`config.mk`:
```
export PLATFORM = sky130hd
export DESIGN_NAME = axi_light_prio_arbiter
export DESIGN_NICKNAME = d
export VERILOG_FILES = /design/src/rtl/axi_light_prio_arbiter_pkg.sv /design/src/rtl/axi_light_prio_arbiter_pick.sv /design/src/rtl/axi_light_prio_arbiter.sv
export SDC_FILE = /design/constraint.sdc
export NUM_CORES = 1
export LEC_CHECK = 0
export CORE_AREA = 2 2 165 167
export DETAILED_ROUTE_END_ITERATION = 7
export DIE_AREA = 0 0 167 169
export PLACE_DENSITY = 0.65
export SLEW_MARGIN = 20
export SYNTH_ARGS = -nofsm -noshare
export SYNTH_HDL_FRONTEND = slang
export SYNTH_SLANG_ARGS = --single-unit
```
`constraint.sdc`:
```
create_clock -name clk -period 18.2 [get_ports clk]
set_clock_uncertainty 0.1 [all_clocks]
set_input_delay 3.64 -clock clk [delete_from_list [all_inputs] [get_ports clk]]
set_output_delay 3.64 -clock clk [all_outputs]
set_load 0.02 [all_outputs]
```
`src/rtl/axi_light_prio_arbiter_pkg.sv`:
```
// -----------------------------------------------------------------------------
// axi_light_prio_arbiter_pkg
//
// Shared types and helpers for the N-port priority arbiter:
//   - arb_state_t     : arbiter FSM state encoding
//   - gid_width()     : width of a port index (grant id, round-robin pointer)
//   - eff_prio_width(): width of the effective priority (one extra bit so an
//                       aged port can rank above every native priority level)
// -----------------------------------------------------------------------------
package axi_light_prio_arbiter_pkg;

    typedef enum logic [1:0] {
        IDLE     = 2'd0,
        ISSUE    = 2'd1,
        WAIT_RSP = 2'd2,
        RESPOND  = 2'd3
    } arb_state_t;

    function automatic int gid_width(input int n_ports);
        return (n_ports > 1) ? $clog2(n_ports) : 1;
    endfunction

    function automatic int eff_prio_width(input int prio_w);
        return prio_w + 1;
    endfunction

endpackage

```
`src/rtl/axi_light_prio_arbiter_pick.sv`:
```
// -----------------------------------------------------------------------------
// prio_rr_pick
//
// Combinational winner selection. Among the valid ports, find the highest
// effective priority; among the ports tied at that level, pick the first one
// at or after rr_ptr, wrapping around to port 0.
//
// Ports:
//   valid     in  N_PORTS          candidate request valid bits
//   eff_prio  in  N_PORTS*EP_W     effective priority per port
//   rr_ptr    in  GID_W            round-robin start position
//   winner    out GID_W            selected port (0 when nothing is valid)
//   any_valid out 1                at least one candidate is valid
// -----------------------------------------------------------------------------
module prio_rr_pick
    import axi_light_prio_arbiter_pkg::*;
#(
    parameter int N_PORTS = 4,
    parameter int EP_W    = 3,
    parameter int GID_W   = gid_width(N_PORTS)
) (
    input  logic [N_PORTS-1:0]      valid,
    input  logic [N_PORTS*EP_W-1:0] eff_prio,
    input  logic [GID_W-1:0]        rr_ptr,
    output logic [GID_W-1:0]        winner,
    output logic                    any_valid
);

    logic [EP_W-1:0]    max_prio;
    logic [N_PORTS-1:0] tied;
    logic               found_hi;
    logic               found_lo;
    logic [GID_W-1:0]   win_hi;
    logic [GID_W-1:0]   win_lo;

    always_comb begin
        // NOTE: every variable assigned in a combinational block gets a default
        // first, so no path can leave it holding a value (which infers a latch).
        max_prio = '0;
        for (int i = 0; i < N_PORTS; i++) begin
            if (valid[i] && (eff_prio[i*EP_W +: EP_W] > max_prio)) begin
                max_prio = eff_prio[i*EP_W +: EP_W];
            end
        end
    end

    always_comb begin
        tied = '0;
        for (int i = 0; i < N_PORTS; i++) begin
            tied[i] = valid[i] && (eff_prio[i*EP_W +: EP_W] == max_prio);
        end
    end

    // Wrap-around search done as two scans: first tied port at/after rr_ptr,
    // otherwise the first tied port from index 0.
    always_comb begin
        found_hi = 1'b0;
        found_lo = 1'b0;
        win_hi   = '0;
        win_lo   = '0;
        for (int i = 0; i < N_PORTS; i++) begin
            if (tied[i] && !found_lo) begin
                found_lo = 1'b1;
                win_lo   = GID_W'(i);
            end
            if (tied[i] && !found_hi && (GID_W'(i) >= rr_ptr)) begin
                found_hi = 1'b1;
                win_hi   = GID_W'(i);
            end
        end
        winner = found_hi ? win_hi : win_lo;
    end

    assign any_valid = |valid;

endmodule

```
`src/rtl/axi_light_prio_arbiter.sv`:
```
// -----------------------------------------------------------------------------
// axi_light_prio_arbiter
//
// N-port front end for the memory controller's priority AXI-light slave port.
// Highest effective priority wins, round-robin among ties; one transaction is
// outstanding at a time and its response is routed back to the granted port.
//
// Optional feature macro: ARB_AGING_EN
//   defined   : per-port saturating wait counters; a saturated port ranks
//               above every native priority level.
//   undefined : no counters; effective priority equals m_req_prio.
//
// Ports:
//   clk, res                     clock, asynchronous active-high reset
//   m_req_valid/ready/we         per-port request handshake and write enable
//   m_req_prio/addr/wdata        per-port packed payload
//   m_rsp_valid/ready            per-port response handshake
//   m_rsp_rdata                  shared registered read data
//   s_req_valid/ready            request handshake to the slave
//   s_req_we/addr/wdata          registered request to the slave
//   s_rsp_valid/rdata            slave response
//   grant_id                     index of the current or last grant
// -----------------------------------------------------------------------------
module axi_light_prio_arbiter
    import axi_light_prio_arbiter_pkg::*;
#(
    parameter int N_PORTS = 4,
    parameter int ADDR_W  = 32,
    parameter int DATA_W  = 32,
    parameter int PRIO_W  = 2,
    parameter int AGE_W   = 4
) (
    input  logic                          clk,
    input  logic                          res,
    input  logic [N_PORTS-1:0]            m_req_valid,
    output logic [N_PORTS-1:0]            m_req_ready,
    input  logic [N_PORTS-1:0]            m_req_we,
    input  logic [N_PORTS*PRIO_W-1:0]     m_req_prio,
    input  logic [N_PORTS*ADDR_W-1:0]     m_req_addr,
    input  logic [N_PORTS*DATA_W-1:0]     m_req_wdata,
    output logic [N_PORTS-1:0]            m_rsp_valid,
    input  logic [N_PORTS-1:0]            m_rsp_ready,
    output logic [DATA_W-1:0]             m_rsp_rdata,
    output logic                          s_req_valid,
    input  logic                          s_req_ready,
    output logic                          s_req_we,
    output logic [ADDR_W-1:0]             s_req_addr,
    output logic [DATA_W-1:0]             s_req_wdata,
    input  logic                          s_rsp_valid,
    input  logic [DATA_W-1:0]             s_rsp_rdata,
    output logic [gid_width(N_PORTS)-1:0] grant_id
);

    localparam int GID_W = gid_width(N_PORTS);
    localparam int EP_W  = eff_prio_width(PRIO_W);

    arb_state_t               state;
    arb_state_t               state_nxt;
    logic [GID_W-1:0]         rr_ptr;
    logic [GID_W-1:0]         winner;
    logic                     any_valid;
    logic                     grant;
    logic                     rsp_capture;
    logic [N_PORTS*EP_W-1:0]  eff_prio;
    logic                     sel_we;
    logic [ADDR_W-1:0]        sel_addr;
    logic [DATA_W-1:0]        sel_wdata;

    assign grant       = (state == IDLE) && any_valid;
    assign rsp_capture = s_rsp_valid &&
                         ((state == WAIT_RSP) || ((state == ISSUE) && s_req_ready));

    // ------------------------------------------------------------------
    // Effective priority
    // ------------------------------------------------------------------
`ifdef ARB_AGING_EN
    logic [AGE_W-1:0] age [N_PORTS];

    // NOTE: this small counter array is reset explicitly because the
    // saturation rule depends on it starting from zero; large data storage
    // would normally be left unreset.
    always_ff @(posedge clk or posedge res) begin
        if (res) begin
            for (int i = 0; i < N_PORTS; i++) begin
                age[i] <= '0;
            end
        end else if (state == IDLE) begin
            for (int i = 0; i < N_PORTS; i++) begin
                if (!m_req_valid[i] || (grant && (winner == GID_W'(i)))) begin
                    age[i] <= '0;
                end else if (age[i] != '1) begin
                    age[i] <= age[i] + 1'b1;
                end
            end
        end
    end

    // A saturated port is lifted to 2^PRIO_W, one level above any native value.
    always_comb begin
        eff_prio = '0;
        for (int i = 0; i < N_PORTS; i++) begin
            eff_prio[i*EP_W +: EP_W] = (age[i] == '1) ? {1'b1, {PRIO_W{1'b0}}}
                                                      : {1'b0, m_req_prio[i*PRIO_W +: PRIO_W]};
        end
    end
`else
    // Keeps AGE_W referenced in builds without aging.
    logic [AGE_W-1:0] unused_age;
    assign unused_age = '0;

    always_comb begin
        eff_prio = '0;
        for (int i = 0; i < N_PORTS; i++) begin
            eff_prio[i*EP_W +: EP_W] = {1'b0, m_req_prio[i*PRIO_W +: PRIO_W]};
        end
    end
`endif

    prio_rr_pick #(
        .N_PORTS (N_PORTS),
        .EP_W    (EP_W),
        .GID_W   (GID_W)
    ) u_pick (
        .valid     (m_req_valid),
        .eff_prio  (eff_prio),
        .rr_ptr    (rr_ptr),
        .winner    (winner),
        .any_valid (any_valid)
    );

    // ------------------------------------------------------------------
    // FSM: state register
    // ------------------------------------------------------------------
    // NOTE: sequential state uses non-blocking (<=) so every register samples
    // pre-edge values; combinational blocks use blocking (=).
    always_ff @(posedge clk or posedge res) begin
        if (res) begin
            state <= IDLE;
        end else begin
            state <= state_nxt;
        end
    end

    // ------------------------------------------------------------------
    // FSM: next state
    // ------------------------------------------------------------------
    always_comb begin
        state_nxt = state;
        case (state)
            IDLE:     if (any_valid) state_nxt = ISSUE;
            ISSUE:    if (s_req_ready) state_nxt = s_rsp_valid ? RESPOND : WAIT_RSP;
            WAIT_RSP: if (s_rsp_valid) state_nxt = RESPOND;
            RESPOND:  if (m_rsp_ready[grant_id]) state_nxt = IDLE;
            default:  state_nxt = IDLE;
        endcase
    end

    // ------------------------------------------------------------------
    // FSM: outputs
    // ------------------------------------------------------------------
    // m_req_ready is a same-cycle combinational grant; it is masked by res so
    // all outputs drop immediately even while a requester holds valid.
    always_comb begin
        m_req_ready = '0;
        m_rsp_valid = '0;
        s_req_valid = 1'b0;
        case (state)
            IDLE:    if (any_valid && !res) m_req_ready[winner] = 1'b1;
            ISSUE:   s_req_valid = 1'b1;
            RESPOND: m_rsp_valid[grant_id] = 1'b1;
            default: ;
        endcase
    end

    // ------------------------------------------------------------------
    // Payload mux and registered datapath
    // ------------------------------------------------------------------
    always_comb begin
        sel_we    = 1'b0;
        sel_addr  = '0;
        sel_wdata = '0;
        for (int i = 0; i < N_PORTS; i++) begin
            if (winner == GID_W'(i)) begin
                sel_we    = m_req_we[i];
                sel_addr  = m_req_addr[i*ADDR_W +: ADDR_W];
                sel_wdata = m_req_wdata[i*DATA_W +: DATA_W];
            end
        end
    end

    always_ff @(posedge clk or posedge res) begin
        if (res) begin
            rr_ptr      <= '0;
            grant_id    <= '0;
            s_req_we    <= 1'b0;
            s_req_addr  <= '0;
            s_req_wdata <= '0;
            m_rsp_rdata <= '0;
        end else begin
            if (grant) begin
                grant_id    <= winner;
                rr_ptr      <= (winner == GID_W'(N_PORTS - 1)) ? '0 : winner + 1'b1;
                s_req_we    <= sel_we;
                s_req_addr  <= sel_addr;
                s_req_wdata <= sel_wdata;
            end
            // Write responses carry no data; keep the last read value instead.
            if (rsp_capture && !s_req_we) begin
                m_rsp_rdata <= s_rsp_rdata;
            end
        end
    end

endmodule

```
Yosys cells after proc, flatten, opt, wreduce, memory -nomap -nowiden
Index checks and enable logic that the tools add are counted.

operators by class
  $add $sub $neg = 1
  div/mod/pow operators = 0
  reductions and logical operators = 38
  shifts and indexed selects = 0
  bitwise gates (word level) = 0
  mux-type cells = 47
  multiply operators = 0
  equality and inequality tests = 14
  $lt $le $gt $ge = 12

operators by type and width
  cell                                                                number
  two-way mux 32 bit                                                  8
  logical AND 1 bit                                                   25
  two-way mux 2 bit                                                   11
  two-way mux 1 bit                                                   18
  equality test 2 x 3 -> 1 bit                                        4
  two-way mux 4 bit                                                   3
  two-way mux 3 bit                                                   3
  equality test 2 bit (second input constant)                         4
  zero test 1 bit                                                     8
  inequality test 2 bit (second input constant)                       4
  one-hot mux 2 bit (4 select lines)                                  1
  greater-than comparator 2 x 3 -> 1 bit                              2
  < comparator 2 x 3 -> 1 bit (second input constant)                 2
  demux 1 bit (select 2 bit)                                          2
  equality test 2 x 1 -> 1 bit (second input constant)                2
  greater-or-equal comparator 1 x 2 -> 1 bit (first input constant)   2
  greater-or-equal comparator 2 x 1 -> 1 bit (second input constant)  2
  greater-or-equal comparator 2 bit (first input constant)            2
  zero test 2 bit                                                     2
  AND reduction 4 bit                                                 1
  OR reduction 4 bit                                                  1
  adder 2 x 1 -> 2 bit (second input constant)                        1
  binary-select mux 1 bit (select 2 bit)                              1
  greater-than comparator 2 x 1 -> 1 bit (second input constant)      1
  other kinds (2)                                                     2

storage, ports and cells
  memory bits (read-only) = 0
  bits in writable memories = 0
  memories kept = 0
  word-level logic and storage cells = 119
  register bits = 103
  latch bits = 0

Depth between registers and ports, before layout
Gate-level depths: netlist of run 1.

  depth in word-level cells = 35
  depth in mapped cells = 32
  depth with buffers taken out = 30

Hierarchy
A second synthesis of run 1 with hierarchy kept.

unflattened totals
  cells, all modules = 876
  area, all modules = 7,015.5 um^2

by module, submodules not included
  module                  seq. area each (um^2)  cells an instance  times used  area an instance (um^2)
  axi_light_prio_arbiter  2,577.5                769                1           6,246.0
  prio_rr_pick            0.0                    107                1           769.5

Worst setup path after synthesis of run 1
OpenSTA, ideal clock, no wires.

  path kind = input port to output port
  start = input m_req_valid[0]
  end = output m_req_ready[1]
  cell stages on the path = 24
  path slack = 6.018 ns
  buffers on the path = 3
  arrival = 8.442 ns
  cell sequence = nand2_1 > ha_1 > nor2b_4 > o211a_4 > o21a_1 > ha_1 > nor2b_4 > o211ai_4 > nor2_1 > nor2_1 > inv_1 > ha_1 > nor2b_2 > o21a_4 > buf_12 > o31ai_2 > xor2_1 > or4b_1 > o221ai_1 > or2_1 > ha_1 > clkbuf_1 > buf_1 > and2_1

on the way
  longest elaborated chain between the ends = 34
  elaborated cells on any way between the ends = 58
  classes of those cells = 5 x order compare; 4 x eq/ne; 22 x mux; 27 x reduce/logical

RTL lines
  element                                                                                                          line                               RTL
  start: declaration                                                                                               axi_light_prio_arbiter.sv:35       input logic [N_PORTS-1:0] m_req_valid,
  logical AND 1 bit                                                                                                axi_light_prio_arbiter_pick.sv:41  if (valid[i] && (eff_prio[i*EP_W +: EP_W] > max_prio)) begin
  two-way mux 2 bit                                                                                                axi_light_prio_arbiter_pick.sv:41
  greater-than comparator 2 bit                                                                                    axi_light_prio_arbiter_pick.sv:41
  logical AND 1 bit                                                                                                axi_light_prio_arbiter_pick.sv:41
  two-way mux 3 bit                                                                                                axi_light_prio_arbiter_pick.sv:41
  greater-than comparator 2 x 3 -> 1 bit                                                                           axi_light_prio_arbiter_pick.sv:41
  logical AND 1 bit                                                                                                axi_light_prio_arbiter_pick.sv:41
  two-way mux 3 bit                                                                                                axi_light_prio_arbiter_pick.sv:41
  (+18 left out)                                                                                                   -
  two-way mux 2 bit or two-way mux 1 bit (tied branches)                                                           axi_light_prio_arbiter_pick.sv:66  if (tied[i] && !found_hi && (GID_W'(i) >= rr_ptr)) begin
  two-way mux 2 bit                                                                                                axi_light_prio_arbiter_pick.sv:71  winner = found_hi ? win_hi : win_lo;
  < comparator 2 x 3 -> 1 bit (implied by the code) or greater-or-equal comparator 2 x 1 -> 1 bit (tied branches)  axi_light_prio_arbiter.sv:168      IDLE: if (any_valid && !res) m_req_ready[winner] = 1'b1;
  logical AND 1 bit (implied by the code)                                                                          axi_light_prio_arbiter.sv:168
  two-way mux 1 bit (implied by the code)                                                                          axi_light_prio_arbiter.sv:168
  demux 1 bit (select 2 bit)                                                                                       axi_light_prio_arbiter.sv:168
  two-way mux 4 bit (*)                                                                                            axi_light_prio_arbiter.sv:168
  two-way mux 4 bit (*)                                                                                            axi_light_prio_arbiter.sv:167      case (state)
  end: declaration                                                                                                 axi_light_prio_arbiter.sv:36       output logic [N_PORTS-1:0] m_req_ready,

Every way passes the cells marked *; elsewhere a longest branch is shown, timed or not.

Worst setup path in the final report of run 1
  start = input m_req_prio[1]
  end = output m_req_ready[3]

on the way
  longest elaborated chain between the ends = 35
  elaborated cells on any way between the ends = 57
  classes of those cells = 6 x order compare; 4 x eq/ne; 22 x mux; 25 x reduce/logical

RTL lines
  element                                                                                                          line                               RTL
  start: declaration                                                                                               axi_light_prio_arbiter.sv:38       input logic [N_PORTS*PRIO_W-1:0] m_req_prio,
  greater-than comparator 2 x 1 -> 1 bit                                                                           axi_light_prio_arbiter_pick.sv:41
  logical AND 1 bit                                                                                                axi_light_prio_arbiter_pick.sv:41
  two-way mux 2 bit                                                                                                axi_light_prio_arbiter_pick.sv:41
  greater-than comparator 2 bit                                                                                    axi_light_prio_arbiter_pick.sv:41
  logical AND 1 bit                                                                                                axi_light_prio_arbiter_pick.sv:41
  two-way mux 3 bit                                                                                                axi_light_prio_arbiter_pick.sv:41
  greater-than comparator 2 x 3 -> 1 bit                                                                           axi_light_prio_arbiter_pick.sv:41
  logical AND 1 bit                                                                                                axi_light_prio_arbiter_pick.sv:41
  (+20 left out)                                                                                                   -
  two-way mux 2 bit (*)                                                                                            axi_light_prio_arbiter_pick.sv:71
  via u_pick.winner[1]                                                                                             axi_light_prio_arbiter_pick.sv:25  output logic [GID_W-1:0] winner,
  < comparator 2 x 3 -> 1 bit (implied by the code) or greater-or-equal comparator 2 x 1 -> 1 bit (tied branches)  axi_light_prio_arbiter.sv:168
  logical AND 1 bit (implied by the code)                                                                          axi_light_prio_arbiter.sv:168
  two-way mux 1 bit (implied by the code)                                                                          axi_light_prio_arbiter.sv:168
  demux 1 bit (select 2 bit) (*)                                                                                   axi_light_prio_arbiter.sv:168
  two-way mux 4 bit (*)                                                                                            axi_light_prio_arbiter.sv:168
  two-way mux 4 bit (*)                                                                                            axi_light_prio_arbiter.sv:167

Mark *: on every way through the listed nets, which the timed path passes. The rest lies on a longest branch.

==> out/summary.txt, run 1 <==
Worst EP required = 14.46 ns
Pin count of the biggest net entering global routing = 84
Slew @ Worst Pin = 0.8129 ns
RSZ-0062 raised after global routing = false
Predominant post-synthesis flop cell = dfrtp_1
Startpoint Class = input pin
FP Rows = 60
Yosys warning count = 0
Final worst-path cycle share = 75.67%
Unique masters post-synth = 63
Post-CTS Setup Inserts = 0
Clk_lat worst skew = 0.34 ns
Final count of hold timing violations = 0
Clock power frac = 13.3%
Worst setup EP type = output port
Critical path data arrival time = 10.03 ns
Die Footprint = 0.02822 mm²
EDFF count, synth = 0
Leak = 4.573 nW
Overflow after GRT = 0
Sink Count = 103
Final min period = 13.77 ns
Clk buf depth = 2
Post-DRT Antenna Nets = 0
Routed vias/inst = 4.750
Most numerous cell in the Yosys netlist = nor2_1
Power density over the cells = 139.1 mW/mm²
Initial antenna violation count = 1
Clock transition at path regs = 0.07 ns
Status = finished clean
Relative slew slack = 45.81%
Share of layout cells above drive strength 1 = 7.271%
DRC viols = 0
Synthesized area = 0.006500 mm²
Routability cong. = 0.8254
Sequential share of power = 24.9%
Logic pwr share = 61.9%
Max Transition Viols Final = 0
Port buffer count = 419
WL per Instance = 17.74 µm
Final WL = 26.81 mm
Post-detail-place hpwl = 21.36 mm
Total Negative Setup Slacks = 0 ns
Switching pwr = 0.0006932 W
Sequential share of the synthesized area = 39.65%
GRT Overall Usage = 18.14%
Max Fclk = 72.61 MHz
I/O pins = 420
Hold buffers post-CTS = 0
Die X = 167 µm
Mapped Cells = 794
DR pass1 iterations = 5
Worst min-delay path class = register to register
First-pass GRT wire length = 39.63 mm
TritonCTS Buffers = 9
Mapped Avg Cell Area = 8.186 µm²
Synth area leaders = dfrtp_1 (40%), a21oi_1 (10%), nor2_1 (8.3%)
Synth top cells by count = nor2_1 (143), a21oi_1 (134), dfrtp_1 (103)
Int Pwr = 0.0008731 W
Area Growth Syn to Fin = 73.22%
Initial core utilization = 24.53%
Sw frac = 44.26%
Critical-path maximum fanout = 59
Via count = 7,178
Post_cts resized = 0
Async S/R FF share, synth = 100.0%
Final setup fails = 0
Dpl cells = 1,494
Core area = 0.02650 mm²
#FFs+latches synth = 103
Final-stage net count = 1,490
Max VDD drop = 0.07676 mV
WS Path Type = input pin to output port
CTS H-tree lvls = 3
Clk root buf = clkbuf_16
Yosys top cell area share = 39.65%
Post-synth net total = 1,120
Vert. Die Dim = 169 µm
MaxCap Viol Count = 0
Number of global-route vias before repair = 6,881
Tot Pwr = 0.001566 W
Dominant cell type by area after synthesis = dfrtp_1
Drt initial violations = 382
Fin cells = 1,511
CTS tree = done
stage by stage:
step / worst slack, ns / utilization (%) / hold WS (ns) / cell area, µm²
final: 4.428 / 42.49 / 0.3811 / 11260
after global routing: 3.903 / 42.49 / 0.4091 / 11260
after CTS: 4.411 / 42.48 / 0.3855 / 11260
after detailed placement: 4.451 / 41.32 / 0.3689 / 10950
after global placement: 4.494 / 41.32 / 0.3625 / 10950
after floorplan: 6.018 / - / 0.4320 / 6500
registers in the layout (all words and copies together) (netlist names):
| register | cells |
|---|---|
| grant_id | 2 |
| m_rsp_rdata | 32 |
| rr_ptr | 2 |
| s_req_addr | 32 |
| s_req_wdata | 32 |
| s_req_we | 1 |
| state | 2 |
cell families after synthesis:
family / Yosys count / share of synthesized area [%]
AO/OA/AOI/OAI: 298 / 28.32
buffers and inverters: 78 / 4.851
adder cells (fa/ha/maj): 14 / 2.695
XOR/XNOR: 4 / 0.5391
AND/OR/NAND/NOR: 256 / 16.86
multiplexers: 41 / 7.084
flip-flops: 103 / 39.65
power by group through the flow:
| stage | registers (W) | clock network, W | logic, W |
|---|---|---|---|
| final | 0.000389 | 0.000208 | 0.000969 |
| after global routing | 0.000405 | 0.000226 | 0.00106 |
| after CTS | 0.000391 | 0.000216 | 0.000982 |
| after detailed placement | 0.000396 | 0 | 0.000981 |
| after floorplan | 0.000500 | 0 | 0.000456 |
| after global placement | 0.000391 | 0 | 0.000973 |
critical path: stages:
cell,delay (ns)
clkdlybuf4s50_1,0.56
nand2_1,0.14
ha_1,0.32
nor2b_4,0.14
o2111ai_1,0.30
o21a_1,0.23
ha_1,0.26
nor2b_4,0.14
o211ai_4,0.37
nor2_1,0.15
nor2_1,0.15
inv_1,0.08
ha_1,0.32
nor2b_2,0.19
o21ai_2,0.42
nor3_1,0.10
a311o_1,0.34
o21ai_4,0.17
nor2_1,0.07
o21ba_1,0.21
nor2_1,0.28
ha_4,0.59
and2_1,0.22
clkdlybuf4s50_1,0.59
placed cells by master, fill, tap and decap left out, drive strengths merged, types with 3 or more instances in the layout:
| master | instances |
|---|---|
| clkdlybuf4s50 | 419 |
| nor2 | 144 |
| a21oi | 134 |
| dfrtp | 103 |
| nand2 | 76 |
| o21ai | 72 |
| a22oi | 64 |
| mux2 | 37 |
| ha | 14 |
| inv | 13 |
| clkbuf | 11 |
| buf | 7 |
| o211ai | 6 |
| and2 | 5 |
| nor2b | 5 |
| mux2i | 4 |
| nand3 | 4 |
| o211a | 4 |
| nor4 | 3 |
| xor2 | 3 |
| nor3b | 3 |
final cells by class:
| type | count | area (µm²) |
|---|---|---|
| fill | 2688 | 15240 |
| antenna | 1 | 2.502 |
| inverter | 11 | 43.79 |
| sequential | 103 | 2577 |
| timing repair buffer | 426 | 4247 |
| clock buffer | 11 | 242.7 |
| tap | 341 | 426.7 |
| multi-input combinational | 613 | 3655 |
| clock inverter | 5 | 65.06 |
metal layers:
layer	share of wire, %	track usage [%]	vias up	routed length (µm)
li1	-	-	3565	-
met1	39	21.04	3285	10460
met2	52	33.12	311	13850
met3	7.5	4.840	17	2009
met4	1.8	4.573	0	488
met5	0	0	-	0
final timing paths:
check | end | start | slack [ns] | depth (start not counted)
hold reg to reg | s_req_wdata[27] | s_req_wdata[27] | 0.38 | 2
setup / recovery | m_req_ready[3] | m_req_prio[1] | 4.43 | 24
max in group asynchronous | m_rsp_rdata[11] | res | 13.09 | 3
min in group asynchronous | m_rsp_rdata[9] | res | 3.66 | 2
hold / removal | s_req_wdata[27] | s_req_wdata[27] | 0.38 | 2
setup reg to reg | s_req_addr[19] | rr_ptr[1] | 14.30 | 14
Note: power is estimated with default switching activity, not from simulation.
==> run 2: changes to the inputs <==
Settings changed: CORE_AREA 2 2 165 167 to 2 2 164 166, DIE_AREA 0 0 167 169 to 0 0 166 168, PLACE_DENSITY 0.65 to 0.68.
Clock period 18.2 ns to 11.3 ns, I/O delays scaled along.
==> run 2 against run 1 <==
Register-to-register slack worse by 6.9 ns. Critical path type unchanged. Largest cell class unchanged. Count of clock-buffer cells in the layout unchanged. Largest power group unchanged. Die area down 1.2%. First-iteration DRC count up 18%.
==> out/summary.txt, run 2 (synthesized netlist as in run 1, its figures left out) <==
Commonest non-fill, non-tap cell in the layout = clkdlybuf4s50_1
WS Path Type = input pin to output port
TritonCTS Buffers = 9 (unchanged)
Post-CTS Setup Inserts = 0 (unchanged)
Via count = 7,185 (+0.098%)
Final-stage net count = 1,492 (+0.13%)
Clk root buf = clkbuf_16
Drt initial violations = 449 (+18%)
Total Negative Setup Slacks = 0 ns (unchanged)
Max Fclk = 93.76 MHz
Final core occ = 42.77% (+0.28 points)
Leak = 4.584 nW (+0.23%)
Pin count of the biggest net entering global routing = 95 (+13%)
CP max stage delay = 0.61 ns (+0.02 ns)
Vert. Die Dim = 168 µm (-0.59%)
Critical path data arrival time = 8.31 ns (-1.72 ns)
Routed vias/inst = 4.752 (about the same)
Finished Cell Area = 0.01127 mm² (about the same)
Filler cell count = 2,650 (-1.4%)
Worst min-delay path class = register to register
Status = finished clean
Worst setup EP type = output port
Clock transition at path regs = 0.07 ns (about the same)
Post-detail-place hpwl = 20.69 mm (-3.1%)
Clk buf depth = 2 (unchanged)
DRC viols = 0 (unchanged)
Crit-path cells = clkdlybuf4s50_1 -> nand2_1 -> ha_1 -> nor2b_4 -> o2111ai_1 -> o21a_1 -> ha_1 -> nor2b_4 -> o211ai_4 -> nor2_1 -> nor2_1 -> inv_1 -> ha_1 -> nor2b_2 -> o21ai_2 -> o21ai_0 -> o22ai_2 -> xnor2_1 -> or4b_1 -> o221ai_1 -> or2_1 -> ha_2 -> and2_1 -> clkdlybuf4s50_1
Startpoint Class = input pin
Final min period = 10.67 ns
First-pass GRT wire length = 39.31 mm (-0.82%)
RSZ-0062 raised after global routing = false
Top flop regs = m_rsp_rdata: 32 flops, s_req_addr: 32 flops, s_req_wdata: 32 flops
FP Rows = 60 (unchanged)
Hold buffers post-CTS = 0 (unchanged)
Initial core utilization = 24.67% (+0.14 points)
Number of global-route vias before repair = 6,908 (+0.39%)
I/O pins = 420 (unchanged)
WL per Instance = 17.26 µm (-2.7%)
Post_cts resized = 0 (unchanged)
Power density over the cells = 222.7 mW/mm² (+60%)
Sink Count = 103 (unchanged)
Area after DPL = 0.01098 mm² (+0.25%)
Clk_lat worst skew = 0.35 ns (about the same)
Core area = 0.02635 mm² (-0.57%)
Antenna cells = 0 (-1)
Slew @ Worst Pin = 0.8696 ns (+0.05666 ns)
Worst EP required = 8.94 ns (-5.52 ns)
Die Footprint = 0.02789 mm² (-1.2%)
Most frequent cells in the layout = clkdlybuf4s50_1 (419), nor2_1 (143), a21oi_1 (134), dfrtp_1 (103), nand2_1 (76)
Final setup fails = 0 (unchanged)
Final worst-path cycle share = 94.39%
Port buffer count = 419 (unchanged)
Initial antenna violation count = 0 (-1)
Slowest-stage cell, CP = clkdlybuf4s50_1
CTS tree = done
Critical-path maximum fanout = 14 (-76%)
CP dominant cell by count = ha_1
Max VDD drop = 0.1319 mV (+72%)
Final WL = 26.09 mm (-2.7%)
DR pass1 iterations = 5 (unchanged)
Routability cong. = 0.8337 (+1.0%)
Max Transition Viols Final = 0 (unchanged)
Area Growth Syn to Fin = 73.38% (about the same)
Share of layout cells above drive strength 1 = 7.515% (+0.24 points)
Relative slew slack = 42.03% (-3.8 points)
Overflow after GRT = 0 (unchanged)
GRT Overall Usage = 18.08% (-0.061 points)
MaxCap Viol Count = 0 (unchanged)
Post-DRT Antenna Nets = 0 (unchanged)
Final count of hold timing violations = 0 (unchanged)
Tot Pwr = 0.002509 W (+60%)
Hold_ws = 0.3795 ns (-0.001540 ns)
CTS H-tree lvls = 3 (unchanged)
Die X = 166 µm (-0.60%)
==> run 2: changes by cell type in the layout (fill, tap and decap cells not counted), sizes merged <==
cell    previous run  this run
diode              1         0
clkinv             0         1
buf                7         9
bufinv             1         0
==> run 2: worst paths after layout <==
kind | slack (ns) | from | cells after the start | end
min in group asynchronous | 2.24 | res | 2 | s_req_wdata[31]
worst max-delay path | 0.63 | m_req_prio[1] | 24 | m_req_ready[1]
worst min register to register | 0.38 | s_req_wdata[21] | 2 | s_req_wdata[21]
worst min-delay path | 0.38 | s_req_wdata[21] | 2 | s_req_wdata[21]
max in group asynchronous | 7.59 | res | 3 | state[0]
worst max register to register | 7.41 | rr_ptr[1] | 14 | s_req_addr[29]
==> run 2: layout make-up <==
class,instances,area [µm²],share of cell area [%]
multi-input combinational,613,3655,32.43
tap,341,426.7,3.786
clock inverter,5,40.04,0.3553
timing repair buffer,428,4274,37.93
sequential,103,2577,22.87
clock buffer,11,252.7,2.243
inverter,11,43.79,0.3886
==> run 2: worst max-delay path: cells and delay by family <==
family | cells | cell delay (ns)
buffers and inverters | 3 | 1.27
adders and majority gates | 4 | 1.07
xor gates and xnor gates | 1 | 0.11
and+or+nand+nor | 9 | 1.75
AOI/OAI and AO/OA | 7 | 1.84
==> run 2: routing by layer <==
metal	track usage (%)	vias up	share of wire (%)
li1	-	3561	-
met1	20.94	3305	40
met2	32.67	296	50
met3	5.501	23	8.0
met4	4.310	0	1.8
met5	0	-	0
==> run 2: per-stage QoR <==
step | setup slack, ns | instances
floorplan | 1.878 | 794
global placement | 0.7863 | 1496
detailed placement | 0.6836 | 1496
CTS | 0.6726 | 1512
global route | 0.2753 | 1512
finish | 0.6344 | 1512
==> run 2: report_power, final <==
group          switching [W]  total [W]  internal [W]
combinational       0.000872    0.00157      0.000696
clock               0.000152   0.000317      0.000164
sequential         0.0000921   0.000624      0.000532
